===== src/rtl/pitch_readback_interface_if.sv =====
// rtl/pitch_readback_interface_if.sv - Avalon read bus and hardware push port of the pitch readback block
interface pitch_readback_interface_if;
    logic        chipselect;
    logic        read;
    logic [2:0]  address;
    logic [7:0]  readdata;
    logic [15:0] push_data;
    logic        push_valid;
    logic        fifo_full;
    logic        irq;

    modport master (
        output chipselect, read, address, push_data, push_valid,
        input  readdata, fifo_full, irq
    );

    modport slave (
        input  chipselect, read, address, push_data, push_valid,
        output readdata, fifo_full, irq
    );
endinterface


===== src/rtl/pitch_readback_interface.sv =====
// rtl/pitch_readback_interface.sv - FIFO of 16-bit hardware results drained over an 8-bit Avalon read slave
// Optional dropped-word counter at address 4 enabled by PITCH_READBACK_DROPCNT_EN.
module pitch_readback_interface #(
    parameter int DEPTH      = 16,
    parameter int IRQ_THRESH = 8
) (
    input  logic clk,
    input  logic reset,
    pitch_readback_interface_if.slave bus
);
    localparam int         PTR_W    = (DEPTH > 1) ? $clog2(DEPTH) : 1;
    localparam logic [7:0] DEPTH_C  = 8'(DEPTH);
    localparam logic [7:0] THRESH_C = 8'(IRQ_THRESH);

    logic [15:0]      mem [DEPTH];
    logic [PTR_W-1:0] wr_ptr;
    logic [PTR_W-1:0] rd_ptr;
    logic [7:0]       count;
    logic [7:0]       count_next;
    logic             overflow;
    logic             overflow_next;
    logic [7:0]       readdata_q;
    logic [7:0]       readdata_next;
    logic             irq_q;
    logic [7:0]       drop_cnt;

    logic        rd_access;
    logic        empty;
    logic        full;
    logic        pop;
    logic        push_accept;
    logic        drop;
    logic        status_clear;
    logic        dropcnt_clear;
    logic [15:0] head;

    assign rd_access     = bus.chipselect && bus.read;
    assign empty         = (count == 8'd0);
    assign full          = (count == DEPTH_C);
    assign pop           = rd_access && (bus.address == 3'd1) && !empty;
    // A simultaneous pop frees the slot, so a push at full is still accepted.
    assign push_accept   = bus.push_valid && (!full || pop);
    assign drop          = bus.push_valid && full && !pop;
    assign status_clear  = rd_access && (bus.address == 3'd3);
    assign dropcnt_clear = rd_access && (bus.address == 3'd4);
    assign head          = mem[rd_ptr];

    assign bus.readdata  = readdata_q;
    assign bus.irq       = irq_q;
    assign bus.fifo_full = full;

    always_comb begin
        count_next = count;
        case ({push_accept, pop})
            2'b10:   count_next = count + 8'd1;
            2'b01:   count_next = count - 8'd1;
            default: count_next = count;
        endcase
    end

    always_comb begin
        overflow_next = overflow;
        if (drop)
            overflow_next = 1'b1;
        else if (status_clear)
            overflow_next = 1'b0;
    end

    always_comb begin
        readdata_next = readdata_q;
        if (rd_access) begin
            case (bus.address)
                3'd0:    readdata_next = empty ? 8'h00 : head[7:0];
                3'd1:    readdata_next = empty ? 8'h00 : head[15:8];
                3'd2:    readdata_next = count;
                3'd3:    readdata_next = {5'b0, overflow, full, empty};
                3'd4:    readdata_next = drop_cnt;
                default: readdata_next = 8'h00;
            endcase
        end
    end

    // Storage is deliberately left out of reset; only pointers and count are cleared.
    always_ff @(posedge clk) begin
        if (push_accept)
            mem[wr_ptr] <= bus.push_data;
    end

    always_ff @(posedge clk) begin
        if (reset) begin
            wr_ptr     <= '0;
            rd_ptr     <= '0;
            count      <= 8'd0;
            overflow   <= 1'b0;
            readdata_q <= 8'h00;
            irq_q      <= 1'b0;
        end else begin
            if (push_accept)
                wr_ptr <= wr_ptr + 1'b1;
            if (pop)
                rd_ptr <= rd_ptr + 1'b1;
            count      <= count_next;
            overflow   <= overflow_next;
            readdata_q <= readdata_next;
            irq_q      <= (count_next >= THRESH_C);
        end
    end

`ifdef PITCH_READBACK_DROPCNT_EN
    always_ff @(posedge clk) begin
        if (reset)
            drop_cnt <= 8'h00;
        else if (drop && dropcnt_clear)
            drop_cnt <= 8'h01;
        else if (dropcnt_clear)
            drop_cnt <= 8'h00;
        else if (drop && (drop_cnt != 8'hFF))
            drop_cnt <= drop_cnt + 8'd1;
    end
`else
    logic unused_clear;
    assign unused_clear = dropcnt_clear;
    assign drop_cnt     = 8'h00;
`endif
endmodule

===== src/flat_wrapper.sv =====
// flat-port wrapper written by rule: the top's interface ports become plain ports
module pitch_readback_interface_flat 
#(
    parameter int DEPTH      = 16,
    parameter int IRQ_THRESH = 8
)
  (clk, reset, bus_chipselect, bus_read, bus_address, bus_push_data, bus_push_valid, bus_readdata, bus_fifo_full, bus_irq);
  pitch_readback_interface_if bus_i ();
  input  logic clk;
  input  logic reset;
  input wire logic [$bits(bus_i.chipselect)-1:0] bus_chipselect;
  input wire logic [$bits(bus_i.read)-1:0] bus_read;
  input wire logic [$bits(bus_i.address)-1:0] bus_address;
  input wire logic [$bits(bus_i.push_data)-1:0] bus_push_data;
  input wire logic [$bits(bus_i.push_valid)-1:0] bus_push_valid;
  output wire logic [$bits(bus_i.readdata)-1:0] bus_readdata;
  output wire logic [$bits(bus_i.fifo_full)-1:0] bus_fifo_full;
  output wire logic [$bits(bus_i.irq)-1:0] bus_irq;
  assign bus_i.chipselect = bus_chipselect;
  assign bus_i.read = bus_read;
  assign bus_i.address = bus_address;
  assign bus_i.push_data = bus_push_data;
  assign bus_i.push_valid = bus_push_valid;
  assign bus_readdata = bus_i.readdata;
  assign bus_fifo_full = bus_i.fifo_full;
  assign bus_irq = bus_i.irq;
  pitch_readback_interface #(.DEPTH(DEPTH), .IRQ_THRESH(IRQ_THRESH)) u_core (.clk(clk), .reset(reset), .bus(bus_i));
endmodule

===== config.mk =====
export PLATFORM = sky130hd
export DESIGN_NAME = pitch_readback_interface_flat
export DESIGN_NICKNAME = d
export VERILOG_FILES = /design/src/rtl/pitch_readback_interface_if.sv /design/src/rtl/pitch_readback_interface.sv /design/src/flat_wrapper.sv
export SDC_FILE = /design/constraint.sdc
export NUM_CORES = 1
export LEC_CHECK = 0
export CAP_MARGIN = 20
export CORE_MARGIN = 2
export CORE_UTILIZATION = 40
export DETAILED_ROUTE_END_ITERATION = 12
export SLEW_MARGIN = 30
export SYNTH_ARGS = -nofsm -noshare
export SYNTH_HDL_FRONTEND = slang
export SYNTH_SLANG_ARGS = --single-unit

===== constraint.sdc =====
create_clock -name clk -period 4.3 [get_ports clk]
set_input_delay 0.645 -clock clk [delete_from_list [all_inputs] [get_ports clk]]
set_output_delay 0.645 -clock clk [all_outputs]
set_load 0.01 [all_outputs]

==> results of run 1 <==
## cell usage in the layout (no fill, tap or decap), types with 5 or more instances in the layout
cell | Yosys | layout
edfxtp_1 | 256 | 256
mux4_2 | 76 | 76
clkdlybuf4s50_1 | 0 | 33
nor2_1 | 43 | 31
nand2_1 | 31 | 31
clkbuf_16 | 0 | 30
dfxtp_1 | 30 | 28
buf_4 | 5 | 27
nor2_2 | 0 | 12
xnor2_1 | 10 | 10
o21ai_0 | 10 | 10
mux2i_1 | 8 | 8
clkinv_1 | 0 | 8
ha_1 | 6 | 6
clkbuf_1 | 12 | 6
inv_1 | 5 | 5
nand3_1 | 5 | 5
a222oi_1 | 5 | 5
## final timing paths
check | start | to | slack, ns | cells after the start
max | u_core.count[2] | u_core.bus.irq | 1.18 | 9
min | u_core.overflow | u_core.overflow | 0.51 | 2
min reg2reg | u_core.overflow | u_core.overflow | 0.51 | 2
max reg2reg | u_core.count[2] | u_core.bus.irq | 1.18 | 9
## state kept, by name, indices dropped and copies added, names as in the netlist, named ones only
signal and cells:
u_core.mem 256, u_core.bus.readdata 8, u_core.count 8, u_core.rd_ptr 4, u_core.wr_ptr 4, u_core.bus.irq 1, u_core.overflow 1
## per-layer routing
metal  share of wire  vias up
met3           0.049       30
li1                -     2492
met4           0.015        0
met5               0        -
met1            0.44     2965
met2            0.50      166
## where the power goes
part	internal (mW)	switching, mW
registers	3.06	0.0188
clock network	1.40	1.02
logic	0.0885	0.131
## layout make-up
class / count / share of cell area
inverters: 5 / 0.00143
clock inverters: 19 / 0.0122
well taps: 378 / 0.0359
repair buffers: 62 / 0.0436
multi-input cells: 257 / 0.218
clock buffers: 36 / 0.0588
flip-flops and latches: 286 / 0.630
## cells by family (layout without fill, tap and decap cells)
kind of cell | after synthesis | in the layout | share of synthesized area
xor gates and xnor gates | 14 | 14 | 0.0109
AOI/OAI and AO/OA | 36 | 36 | 0.0239
muxes | 86 | 86 | 0.161
and+or+nand+nor | 115 | 115 | 0.0474
adders and majority gates | 6 | 6 | 0.00666
buffers and inverters | 36 | 122 | 0.0156
DFF | 286 | 286 | 0.735
## tightest hold or removal path, delay by kind of cell (launching register included)
| family | cells | cell delay (ns) |
|---|---|---|
| AOI/OAI and AO/OA | 2 | 0.14 |
| DFF | 1 | 0.31 |
==> impl_metrics.ini, run 1 <==
[finish]
stdcell_area_um2 = 13200
final_cell_count_no_fill = 1043
multi_input_area_um2 = 2870
syn_to_final_growth_pct = 16.6
postLayoutCoreUtil = 0.474
fillers = 2317
diodes = 0
drive_gt1_frac = 0.256
ff_latch_area_um2 = 8290
layout.nets = 672

[floorplanning]
die-width_um = 172
die_area_um2 = 29600
fp.coreArea_um2 = 27800
rows = 61
die_y_um = 172
initial_core_util = 0.406
io_pins = 34

[yosys]
ys_seq_area_frac = 0.735
synth_warnings = 0
synth_cells = 579
synth_ff_type = edfxtp_1
yosysUniqueCellTypes = 49
synth-edff-count = 256
synth_area_um2 = 11300
ys_seq_elements = 286
synth_nets = 609
synth_common_cells = 256 x edfxtp_1, 76 x mux4_2, 43 x nor2_1, 31 x nand2_1, 30 x dfxtp_1
synth.top_cell.area_share = 0.682
synth_top_cell_by_area = edfxtp_1
synthTopCellsByArea = edfxtp_1 68%, mux4_2 15%, dfxtp_1 5.3%
synth.most_common_cell = edfxtp_1
async_flop_share = 0
avgSynthCellArea_um2 = 19.5

[grt]
grt_pass1_wl_um = 36400
track_usage = 0.168
overflow = 0
antenna_found_initial = 0
grt_max_degree = 68
grt.met3_usage = 0.0247
grt.busiest_layer = met2
first_global_vias = 5798
gr-usage-met1 = 0.235
grtUsageMet2 = 0.284

[routing]
antenna_left = 0
dr.pass1.iters = 6
wl_per_cell_um = 23.0
num_vias = 5653
viasPerCell = 5.42
finalWirelength_um = 24000
drt_iter0_markers = 622
drc = 0

[clock_tree]
worst_skew_pair.late_latency_ns = 0.56
path_clk_slew_ns = 0.06
clockBufferDepth = 3
numCtsBuffers = 30
h-tree-depth = 1
cts_root_buffer = clkbuf_16
ctsHoldBuffers = 0
cts.sinks = 286
cts_tree = done
cts_resized = 0
cts_setup_buffers = 0

[power]
power.total_mw = 5.72
power_density_nw_per_um2 = 435
p_leak_nw = 4.07
vdd_drop_max_uv = 323

[worst_setup_path]
critPathTopFamily = simple AND/OR/NAND/NOR gates
crit_chain = or4_1, o211ai_1, xnor2_1, ha_1, or4_1, o22ai_2, xnor2_1, and2_1, a41oi_1
cp-start-kind = flip-flop
critPathKind = reg2reg
crit_buf_inv = 0
crit_required_ns = 4.68
crit_path_top_delay_cell = or4_1
critPathArrivalTime_ns = 3.50
cpPeakStageDelay_ns = 0.69
cp_max_fo = 10
critPathCaptureType = flip-flop

[timing]
hold_violations = 0
min_period_over_period = 0.725
totalNegativeSetupSlack_ns = 0
worst_slack_ns = 1.18
fin_worst_skew_ns = 0.0146
fmaxAchievable_ghz = 0.321
worstMarginPinSlew_ns = 0.785
rsz0062_at_grt = no
hold_ws_ns = 0.507
min_period_ns = 3.12
max_slew_margin = 0.475
finalMaxSlewViolations = 0
setup_viol = 0

[placement]
place_congestion = 0.799
place_area_um2 = 12200
hpwl_um = 15100
dp_worst_setup_slack_ns = 0.714
place_inst = 988
portBuffers = 33

[run_status]
status = finished clean

[min_path]
hp-class = reg2reg

[flow_run]
cap_violations = 0
Note: power is estimated with default switching activity, not from simulation.
==> run 2, diff against run 1 <==
- clock period: 4.3 -> 2.87 ns (I/O delays scaled with it)
==> impl_metrics.ini, run 2 (synthesized netlist as in run 1, its figures left out) <==
[worst_setup_path]
crit_buf_inv = 0
r2r_cells = 9
crit_chain = or4_1, o211ai_1, xnor2_1, ha_1, or4_1, o22ai_2, xnor2_1, and2_1, a41oi_1
cpPeakStageDelay_ns = 0.58
r2r-start = u_core.count[3]
cp-start-kind = flip-flop
critPathKind = reg2reg
cp_max_fo = 2
crit_required_ns = 3.30
timing.rr.end = u_core.bus.irq
startpoint = u_core.count[3]
critPathTopFamily = simple AND/OR/NAND/NOR gates
critPathArrivalTime_ns = 3.14
rrSetupSlack_ns = 0.16
crit_path_top_delay_cell = or4_1
critPathCaptureType = flip-flop

[timing]
worstMarginPinSlew_ns = 0.677
hold_ws_ns = 0.481
min_period_ns = 2.71
fin_worst_skew_ns = 0.0246
worst_slack_ns = 0.159
totalNegativeSetupSlack_ns = 0
setup_viol = 0
max_slew_margin = 0.549
hold_violations = 0
min_period_over_period = 0.945
finalMaxSlewViolations = 0
rsz0062_at_grt = no
fmaxAchievable_ghz = 0.369

[grt]
first_global_vias = 5907
grt_pass1_wl_um = 36900
track_usage = 0.171
overflow = 0
antenna_found_initial = 0
grt_max_degree = 22

[finish]
layout.nets = 708
syn_to_final_growth_pct = 21.3
ff_latch_area_um2 = 8290
final_cell_count_no_fill = 1079
multi_input_area_um2 = 2890
final_common_cell = edfxtp_1
stdcell_area_um2 = 13700
diodes = 0
drive_gt1_frac = 0.314
fillers = 2294
final_cell_mix = 256 x edfxtp_1, 76 x mux4_2, 53 x buf_4
regMostFlops = u_core.mem
largest_register_ffs = 256
postLayoutCoreUtil = 0.492

[power]
switchingPower_mw = 1.83
power.total_mw = 8.90
power_density_nw_per_um2 = 651
p_int_mw = 7.08
p_leak_nw = 4.34
seq_power_share = 0.517
p_sw_frac = 0.205
vdd_drop_max_uv = 338
pwr-share-comb = 0.041
pwr-share-clk = 0.442

[clock_tree]
numCtsBuffers = 29
worst_skew_pair.late_latency_ns = 0.56
ctsHoldBuffers = 0
cts_resized = 0
cts_root_buffer = clkbuf_16
cts_tree = done
cts_setup_buffers = 0
path_clk_slew_ns = 0.07
clockBufferDepth = 3
h-tree-depth = 1
cts.sinks = 286

[routing]
dr.pass1.iters = 6
antenna_left = 0
drc = 0
wl_per_cell_um = 22.8
num_vias = 5783
drt_iter0_markers = 514
viasPerCell = 5.36
finalWirelength_um = 24600

[min_path]
hp-start = u_core.overflow
min_to = u_core.overflow
hold_depth = 2
hp-class = reg2reg

[floorplanning]
die_area_um2 = 29600
fp.coreArea_um2 = 27800
rows = 61
io_pins = 34
initial_core_util = 0.406
die_y_um = 172
die-width_um = 172

[placement]
place_area_um2 = 12700
place_congestion = 0.852
dp_worst_setup_slack_ns = -0.0204
place_inst = 1025
portBuffers = 33
hpwl_um = 15700

[run_status]
status = finished clean

[flow_run]
cap_violations = 0
run 2: changes by cell type in the layout (fill, tap and decap cells not counted), sizes merged:
cell / before / now
clkbuf: 36 / 29
bufinv: 2 / 5
clkinv: 13 / 10
inv: 5 / 11
buf: 29 / 66
run 2: worst reg2reg max path, cell delays in order (launching register included):
cell and delay (ns):
dfxtp_1 0.31, or4_1 0.58, o211ai_1 0.32, xnor2_1 0.11, ha_1 0.20, or4_1 0.53
o22ai_2 0.15, xnor2_1 0.15, and2_1 0.15, a41oi_1 0.10
run 2: cell type report:
class / instances / area share
sequential: 286 / 0.606
multi-input combinational: 257 / 0.211
timing repair buffer: 99 / 0.0723
clock buffer: 29 / 0.0531
tap: 378 / 0.0346
clock inverter: 25 / 0.0215
inverter: 5 / 0.00137
run 2: power by group through the flow:
stage	Sequential (mW)	Combinational (mW)	Clock, mW
after global placement	4.69	0.358	0
after floorplan	4.69	0.169	0
after CTS	4.61	0.367	4.03
final	4.61	0.365	3.93
after detailed placement	4.70	0.366	0
after global routing	4.61	0.400	4.18
run 2: metal layers:
layer,vias up,track usage,wire length [µm]
li1,2571,-,-
met1,3037,0.232,10600
met2,133,0.292,12300
met3,42,0.0249,1030
met4,0,0.0460,547
met5,-,0,0
run 2: worst max-delay path by stage:
| stage | end | slack, ns | cells after the start |
|---|---|---|---|
| after floorplan | u_core.mem[1][0] | -0.12 | 7 |
| after global placement | u_core.bus.irq | -0.007 | 10 |
| after detailed placement | u_core.bus.irq | -0.02 | 10 |
| after CTS | bus_fifo_full | 0.03 | 4 |
| after global routing | u_core.bus.irq | 0.007 | 9 |
| final | u_core.bus.irq | 0.16 | 9 |
==> run 3, diff against run 2 <==
- CAP_MARGIN: 20 -> default
- CELL_PAD_IN_SITES_DETAIL_PLACEMENT: default -> 1
- CELL_PAD_IN_SITES_GLOBAL_PLACEMENT: default -> 2
- PLACE_DENSITY_LB_ADDON: default -> 0.1
- REMOVE_ABC_BUFFERS: default -> 1
==> impl_metrics.ini, run 3 (synthesized netlist as in run 1, its figures left out) <==
[run_status]
status = finished clean

[worst_setup_path]
cp-start-kind = flip-flop
r2r-start = u_core.count[7]
startpoint = u_core.count[7]
r2r_cells = 9
critPathArrivalTime_ns = 3.18
crit_required_ns = 3.29
critPathCaptureType = flip-flop
cp_max_fo = 4
critPathKind = reg2reg
rrSetupSlack_ns = 0.11
timing.rr.end = u_core.bus.irq

[min_path]
hold_depth = 2
hp-start = u_core.overflow
hp-class = reg2reg
min_to = u_core.overflow

[finish]
diodes = 0
final_common_cell = edfxtp_1
final_cell_mix = 256 x edfxtp_1, 76 x mux4_2, 62 x buf_4
layout.nets = 714
regMostFlops = u_core.mem
drive_gt1_frac = 0.311
fillers = 2609
final_cell_count_no_fill = 1086
largest_register_ffs = 256
syn_to_final_growth_pct = 20.1

[timing]
hold_ws_ns = 0.477
worstMarginPinSlew_ns = 0.583
totalNegativeSetupSlack_ns = 0
fin_worst_skew_ns = 0.00798
finalMaxSlewViolations = 0
fmaxAchievable_ghz = 0.362
min_period_ns = 2.76
min_period_over_period = 0.962
hold_violations = 0
worst_slack_ns = 0.110
max_slew_margin = 0.610
setup_viol = 0

[routing]
drt_iter0_markers = 486
viasPerCell = 5.35
num_vias = 5812
wl_per_cell_um = 24.7
dr.pass1.iters = 4
drc = 0
finalWirelength_um = 26800
antenna_left = 0

[floorplanning]
die_y_um = 172
die-width_um = 172
fp.coreArea_um2 = 27800
rows = 61
die_area_um2 = 29600
io_pins = 34
initial_core_util = 0.406

[placement]
place_congestion = 0.835
hpwl_um = 17400
place_inst = 1030
portBuffers = 33
dp_worst_setup_slack_ns = -0.0790

[grt]
track_usage = 0.190
antenna_found_initial = 0
grt_pass1_wl_um = 41000
first_global_vias = 6410
grt_max_degree = 27
overflow = 0

[power]
power_density_nw_per_um2 = 630
vdd_drop_max_uv = 409
p_leak_nw = 4.32
power.total_mw = 8.54

[flow_run]
cap_violations = 0

[clock_tree]
clockBufferDepth = 3
cts.sinks = 286
cts_setup_buffers = 0
cts_tree = done
cts_root_buffer = clkbuf_16
numCtsBuffers = 30
h-tree-depth = 1
path_clk_slew_ns = 0.06
worst_skew_pair.late_latency_ns = 0.55
-- run 3: cell count changes in the layout (fill, tap and decap cells not counted), moves of 3 or more --
cell,before,now
clkbuf_1,0,5
buf_12,13,9
inv_4,0,3
clkinv_1,2,8
clkbuf_2,0,3
clkinv_4,3,0
clkinvlp_4,3,0
bufinv_16,5,0
inv_6,4,0
buf_4,53,62
-- run 3: worst max-delay path: stages, from the launching register on --
cell	delay, ns
dfxtp_2	0.35
or4_4	0.54
o211ai_1	0.29
xnor2_1	0.14
ha_1	0.22
or4_1	0.52
o22ai_2	0.16
xnor2_2	0.14
and2_1	0.15
a41oi_1	0.12
-- run 3: worst max-delay path by stage --
stage | to
floorplan | u_core.bus.readdata[3]
global placement | u_core.bus.irq
detailed placement | u_core.bus.irq
CTS | bus_fifo_full
global route | u_core.bus.irq
finish | u_core.bus.irq
-- run 3: layout make-up --
class | count | area (µm²) | area share
tap | 378 | 473 | 0.0349
sequential | 286 | 8290 | 0.612
multi-input combinational | 257 | 2890 | 0.213
clock inverter | 16 | 85.1 | 0.00628
clock buffer | 40 | 812 | 0.0599
timing repair buffer | 104 | 976 | 0.0720
inverter | 5 | 18.8 | 0.00138
-- run 3: timing repair --
| action | 4_1_cts | 5_1_grt |
|---|---|---|
| gates resized for setup | 0 | 6 |
| hold buffers | 0 | 0 |
| setup endpoints to repair | 0 | 2 |
| endpoints found under the hold margin | 0 | 0 |
-- run 3: where the power goes --
part	internal [mW]	switching [mW]	total, mW
Sequential	4.59	0.0203	4.61
Combinational	0.161	0.214	0.375
Clock	1.98	1.57	3.55
-- run 3: layer usage --
layer | wire length (µm) | vias to the layer above | GRT usage
met5 | 0 | - | 0
li1 | - | 2575 | -
met2 | 13600 | 115 | 0.325
met4 | 549 | 0 | 0.0486
met3 | 840 | 35 | 0.0231
met1 | 11900 | 3087 | 0.262
-- run 3: through the flow --
| step | utilization | instance area, µm² |
|---|---|---|
| after floorplan | - | 11100 |
| after global placement | 0.454 | 12600 |
| after detailed placement | 0.454 | 12600 |
| after CTS | 0.487 | 13500 |
| after global routing | 0.488 | 13600 |
| final | 0.488 | 13600 |
